<file path="src/rtl/seven_seg_scan_driver.sv">
// Multiplexed seven-segment scanner: one digit per 16*STEP-cycle dwell, slot 0 is a dark
// ghosting guard, slots 1..brightness light the anode; per-digit dp/blank/blink, selectable polarity.
module seven_seg_scan_driver #(
  parameter int NUM_DIGITS     = 6,
  parameter int CLK_HZ         = 100_000_000,
  parameter int DIGIT_HZ       = 1000,
  parameter int BLINK_HZ       = 2,
  parameter bit SEG_ACTIVE_LOW = 1'b1,
  parameter bit AN_ACTIVE_LOW  = 1'b1,
  localparam int IDX_W = $clog2((NUM_DIGITS > 2) ? NUM_DIGITS : 2)
) (
  input  logic                    clk,
  input  logic                    rst,
  input  logic [4*NUM_DIGITS-1:0] digits,
  input  logic [NUM_DIGITS-1:0]   dp,
  input  logic [NUM_DIGITS-1:0]   blank_mask,
  input  logic [NUM_DIGITS-1:0]   blink_mask,
  input  logic [3:0]              brightness,
  output logic [6:0]              seg,
  output logic                    dp_out,
  output logic [NUM_DIGITS-1:0]   an,
  output logic [IDX_W-1:0]        digit_idx
);

  localparam int DWELL   = (DIGIT_HZ > 0) ? CLK_HZ / DIGIT_HZ : 0;
  localparam int STEP    = DWELL / 16;
  localparam int HALF    = (BLINK_HZ > 0) ? CLK_HZ / (2 * BLINK_HZ) : 0;
  localparam int STEP_W  = $clog2((STEP > 2) ? STEP : 2);
  localparam int BLINK_W = $clog2((HALF > 2) ? HALF : 2);

  localparam logic [STEP_W-1:0]     STEP_LAST  = STEP_W'(STEP - 1);
  localparam logic [BLINK_W-1:0]    BLINK_LAST = BLINK_W'(HALF - 1);
  localparam logic [IDX_W-1:0]      IDX_LAST   = IDX_W'(NUM_DIGITS - 1);
  localparam logic [NUM_DIGITS-1:0] AN_OFF     = AN_ACTIVE_LOW ? {NUM_DIGITS{1'b1}} : {NUM_DIGITS{1'b0}};
  localparam logic [6:0]            SEG_OFF    = SEG_ACTIVE_LOW ? 7'h7F : 7'h00;
  localparam logic                  DP_OFF     = SEG_ACTIVE_LOW;

  if (NUM_DIGITS < 1 || NUM_DIGITS > 16 || DIGIT_HZ < 1 || BLINK_HZ < 1 || STEP < 1 || HALF < 1)
  begin : g_bad_params
    $error("seven_seg_scan_driver: illegal parameter set");
  end

  // Active-low segment literal, bit order {g,f,e,d,c,b,a}.
  function automatic logic [6:0] decode(input logic [3:0] c);
    case (c)
      4'h0:    decode = 7'b1000000;
      4'h1:    decode = 7'b1111001;
      4'h2:    decode = 7'b0100100;
      4'h3:    decode = 7'b0110000;
      4'h4:    decode = 7'b0011001;
      4'h5:    decode = 7'b0010010;
      4'h6:    decode = 7'b0000010;
      4'h7:    decode = 7'b1111000;
      4'h8:    decode = 7'b0000000;
      4'h9:    decode = 7'b0011000;
      4'hA:    decode = 7'b0001000;
      4'hB:    decode = 7'b0000011;
      4'hC:    decode = 7'b1000110;
      4'hD:    decode = 7'b0100001;
      4'hE:    decode = 7'b0000110;
      default: decode = 7'b0001110;
    endcase
  endfunction

  logic [STEP_W-1:0]     step_q, step_d;
  logic [3:0]            slot_q, slot_d;
  logic [IDX_W-1:0]      idx_q, idx_d;
  logic [BLINK_W-1:0]    blink_cnt_q, blink_cnt_d;
  logic                  blink_on_q, blink_on_d;
  logic [3:0]            code_q, code_d;
  logic                  dp_q, dp_d;
  logic                  blank_q, blank_d;
  logic                  blink_q, blink_d;
  logic [NUM_DIGITS-1:0] an_q, an_d;
  logic [6:0]            seg_q, seg_d;
  logic                  dp_out_q, dp_out_d;
  logic [IDX_W-1:0]      didx_q, didx_d;

  logic [3:0]            code_sel;
  logic                  dp_sel, blank_sel, blink_sel, capture, lit;
  logic [NUM_DIGITS-1:0] onehot;

  always_ff @(posedge clk) begin
    if (rst) begin
      step_q      <= '0;
      slot_q      <= '0;
      idx_q       <= '0;
      blink_cnt_q <= '0;
      blink_on_q  <= 1'b1;
      code_q      <= '0;
      dp_q        <= 1'b0;
      blank_q     <= 1'b1;
      blink_q     <= 1'b0;
      an_q        <= AN_OFF;
      seg_q       <= SEG_OFF;
      dp_out_q    <= DP_OFF;
      didx_q      <= '0;
    end else begin
      step_q      <= step_d;
      slot_q      <= slot_d;
      idx_q       <= idx_d;
      blink_cnt_q <= blink_cnt_d;
      blink_on_q  <= blink_on_d;
      code_q      <= code_d;
      dp_q        <= dp_d;
      blank_q     <= blank_d;
      blink_q     <= blink_d;
      an_q        <= an_d;
      seg_q       <= seg_d;
      dp_out_q    <= dp_out_d;
      didx_q      <= didx_d;
    end
  end

  always_comb begin
    step_d      = step_q + 1'b1;
    slot_d      = slot_q;
    idx_d       = idx_q;
    if (step_q == STEP_LAST) begin
      step_d = '0;
      slot_d = slot_q + 4'd1;
      if (slot_q == 4'hF) idx_d = (idx_q == IDX_LAST) ? '0 : idx_q + 1'b1;
    end
    blink_cnt_d = blink_cnt_q + 1'b1;
    blink_on_d  = blink_on_q;
    if (blink_cnt_q == BLINK_LAST) begin
      blink_cnt_d = '0;
      blink_on_d  = ~blink_on_q;
    end
  end

  // Per-digit attributes are sampled once at the start of the dwell and held until the next one.
  always_comb begin
    code_sel  = '0;
    dp_sel    = 1'b0;
    blank_sel = 1'b0;
    blink_sel = 1'b0;
    for (int i = 0; i < NUM_DIGITS; i++) begin
      if (idx_q == IDX_W'(i)) begin
        code_sel  = digits[4*i +: 4];
        dp_sel    = dp[i];
        blank_sel = blank_mask[i];
        blink_sel = blink_mask[i];
      end
    end
    capture = (step_q == '0) && (slot_q == 4'd0);
    code_d  = capture ? code_sel  : code_q;
    dp_d    = capture ? dp_sel    : dp_q;
    blank_d = capture ? blank_sel : blank_q;
    blink_d = capture ? blink_sel : blink_q;
  end

  always_comb begin
    lit      = (slot_q != 4'd0) && (slot_q <= brightness) && !blank_d && !(blink_d && !blink_on_q);
    onehot   = lit ? (NUM_DIGITS'(1) << idx_q) : '0;
    an_d     = AN_ACTIVE_LOW ? ~onehot : onehot;
    seg_d    = SEG_ACTIVE_LOW ? decode(code_d) : ~decode(code_d);
    dp_out_d = SEG_ACTIVE_LOW ? ~dp_d : dp_d;
    didx_d   = idx_q;
  end

  assign seg       = seg_q;
  assign dp_out    = dp_out_q;
  assign an        = an_q;
  assign digit_idx = didx_q;

endmodule
</file>
<file path="config.mk">
export PLATFORM = sky130hd
export DESIGN_NAME = seven_seg_scan_driver
export DESIGN_NICKNAME = d
export VERILOG_FILES = /design/src/rtl/seven_seg_scan_driver.sv
export SDC_FILE = /design/constraint.sdc
export NUM_CORES = 1
export LEC_CHECK = 0
export ABC_AREA = 1
export CORE_MARGIN = 2
export CORE_UTILIZATION = 50
export CTS_CLUSTER_DIAMETER = 30
export DETAILED_ROUTE_END_ITERATION = 6
export HOLD_SLACK_MARGIN = 0.06
export PLACE_DENSITY = 0.86
export SLEW_MARGIN = 25
export SYNTH_ARGS = -nofsm -noshare
export SYNTH_HDL_FRONTEND = slang
export SYNTH_SLANG_ARGS = --single-unit
</file>
<file path="constraint.sdc">
create_clock -name clk -period 6.14 [get_ports clk]
set_input_delay 0.921 -clock clk [delete_from_list [all_inputs] [get_ports clk]]
set_output_delay 0.921 -clock clk [all_outputs]
set_load 0.05 [all_outputs]
</file>
==> flow_summary.toml <==
[run_status]
outcome = "complete, no violations"

[floorplanning]
die_area_um2 = 8340
die_w_um = 91.3
start_util_pct = 52.0
die_h_um = 91.3
ios = 65
fp-row-count = 31
core_area_um2 = 7330

[pwr]
p_clk_share_pct = 39.2
power_switching_mw = 0.292
p_int_mw = 0.788
cellLeakagePower_nw = 1.86
power_mw = 1.08
vdd_drop_max_v = 0.000189
combPwrFrac_pct = 16.8
switching_share_pct = 27.0
pwr-share-seq_pct = 44.1
p_per_area_nw_per_um2 = 228

[setup_path]
path_cells = "clkdlybuf4s50_1 -> inv_1 -> nand2_1 -> a211oi_1"
critPathCapture = "blink_cnt_q[13]"
reg2reg_setup_slack_ns = 3.41
critPathKind = "input port to register"
r2r_cells = 14
path_buf_inv = 2
endpoint_kind = "register"
cp.required_ns = 6.40
crit_path_start_kind = "input port"
timing.rr.start = "didx_d[1]"
slowest_stage = "clkdlybuf4s50_1"
path_depth = 4
crit_start = "rst"
cpLargestDelayFamily = "buffers and inverters"
critPathMaxStageDelay_ns = 0.80
rr_endpoint = "seg[3]"
path_max_fanout = 25
critical_path_arrival_ns = 3.29

[cts]
cts-resized-gates = 0
cts_sinks = 70
clkLatencyLatePin_ns = 0.35
tritoncts = "yes"
cts_hold_buf = 0
cts_root_buf = "clkbuf_8"
htree_num_levels = 3
clockBufferDepth = 2
clk_pin_slew_ns = 0.08
cts_setup_buffers = 0
numCtsBuffers = 9

[yosys]
ys_types = 43
syn-num-nets = 595
synth_seq_area_share_pct = 36.8
synth_edf_count = 0
ys_warn_count = 0
syn_avg_cell_area_um2 = 7.18
synthArstFlopShare_pct = 0
synth_ff_type = "dfxtp_1"
netlist_instances = 531
synth_area_um2 = 3810
synth_seq_cells = 70

[drt]
drt_iter0_drc = 201
drc = 0
first_pass_iters = 6
route.detailed.wl_per_inst_um = 12.6
ant_nets = 0
vias = 3642
via_per_inst = 5.21
routed_wirelength_um = 8830

[timing]
period_needed_ns = 3.03
clock-skew-final_ns = 0.0116
setup_viol = 0
hold_violations = 0
drv_slew = 0
worstMarginPinSlew_ns = 0.840
finalCritPeriodShare_pct = 49.4
fin_tns_setup_ns = 0
holdWs_ns = 0.459
fmax_mhz = 330
relSlewSlack_pct = 43.8
setup_ws_ns = 3.11
rsz0062_at_grt = "no"

[place]
dp_worst_setup_slack_ns = 2.80
placed_cells = 683
hpwl_um = 6610
place.gp.congestion = 0.886
io_buffers = 64

[finish]
nNetsFinal = 659
diodes = 0
syn2layout_area_growth_pct = 24.4
drive_gt1_share_pct = 8.33
layoutNonFillerInstCount = 699

[global_routing]
antenna_found_initial = 0
grt_max_degree = 26
grt_pass1_vias = 3333
grt_pass1_wl_um = 14800
overflow = 0
grt_use_total_pct = 21.7

[flow_run]
drv_cap = 0

[min_path]
hold_class = "register to register"
==> stage by stage <==
step           utilization, %  cell area, um^2
4_1_cts                  64.7             4740
5_1_grt                  64.7             4740
3_3_place_gp             61.5             4510
6_report                 64.7             4740
3_5_place_dp             61.5             4510
2_1_floorplan               -             3810
==> worst reg2reg max path, stage by stage, from the launching register on <==
cell and delay [ns]:
dfxtp_1 0.63, nand2_1 0.10, inv_1 0.07, ha_1 0.35, inv_1 0.16, or2_2 0.30, nand3_1 0.09, nand2_1 0.10
a21oi_4 0.20, inv_1 0.08, ha_1 0.29, nand2_1 0.08, nand3_1 0.07, nand2_1 0.07, inv_1 0.03
==> registers in the layout, indices dropped and copies added, names as in the netlist <==
| register | flops |
|---|---|
| dp_q | 1 |
| blank_q | 1 |
| blink_cnt_q | 25 |
| dp_out | 1 |
| code_q | 4 |
| blink_q | 1 |
| slot_q | 4 |
| digit_idx | 3 |
| an | 6 |
| step_q | 13 |
| didx_d | 3 |
| seg | 7 |
| blink_on_q | 1 |
==> how the worst min path moves through the flow <==
stage / startpoint / endpoint / slack (ns) / cells after the start
after global routing: blink_cnt_q[0] / blink_cnt_q[0] / 0.48 / 1
after global placement: blink_cnt_q[0] / blink_cnt_q[0] / 0.43 / 1
after floorplan: blink_cnt_q[0] / blink_cnt_q[0] / 0.42 / 1
final: blink_cnt_q[0] / blink_cnt_q[0] / 0.46 / 1
after CTS: blink_cnt_q[0] / blink_cnt_q[0] / 0.47 / 1
after detailed placement: blink_cnt_q[0] / blink_cnt_q[0] / 0.45 / 1
==> per-layer routing <==
layer,share of wire (%),GRT usage (%),vias up,wire (um)
li1,-,-,1867,-
met2,49,34.9,98,4300
met5,0,0,-,0
met1,44,28.3,1657,3900
met4,2.2,8.71,0,195
met3,5.0,4.81,20,440
==> power groups by stage <==
stage | sequential [mW] | combinational (mW) | clock, mW
2_1_floorplan | 0.519 | 0.0790 | 0
3_3_place_gp | 0.486 | 0.174 | 0
3_5_place_dp | 0.487 | 0.177 | 0
4_1_cts | 0.476 | 0.180 | 0.428
5_1_grt | 0.478 | 0.199 | 0.448
6_report | 0.476 | 0.181 | 0.423
==> cell families (layout without fill, tap and decap cells) <==
logic type      after synthesis  in the layout  synth area share (%)
simple gates                293            293                  37.0
xor+xnor                     10             10                  2.30
compound gates               63             63                  10.1
fa+ha+maj                    16             16                  5.25
buf+inv                      79            148                  8.50
flops                        70             70                  36.8
==> area by class of cell <==
cell class | count | area [um^2]
clock inverters | 6 | 91.3
repair buffers | 64 | 641
well taps | 99 | 124
multi-input cells | 382 | 2090
flip-flops and latches | 70 | 1400
clock buffers | 10 | 138
inverters | 68 | 260
fillers | 603 | 2590
==> placed cells by master (no fill, tap or decap), types with 7 or more instances in the layout <==
master,netlist,final
nand3_1,45,45
a21oi_1,30,30
clkdlybuf4s50_1,0,64
nor2_2,7,7
ha_1,16,16
xor2_1,9,9
nor3_1,14,14
o21ai_0,13,13
nand2_1,106,106
nor2_1,70,70
clkbuf_8,0,10
nor3b_1,8,8
dfxtp_1,70,70
nand4_1,18,18
inv_1,63,63
==> cells in the mapped netlist (6+ instances only) <==
cell / n / area, um^2
nand4_1: 18 / 113
dfxtp_1: 70 / 1400
inv_1: 63 / 236
nor2_2: 7 / 43.8
o21ai_0: 13 / 65.1
nor2_1: 70 / 263
buf_2: 6 / 30.0
xor2_1: 9 / 78.8
ha_1: 16 / 200
a21oi_1: 30 / 150
nand2_1: 106 / 398
nor3b_1: 8 / 60.1
nand3_1: 45 / 225
nor3_1: 14 / 70.1
Power figures use the tool's default switching activity.
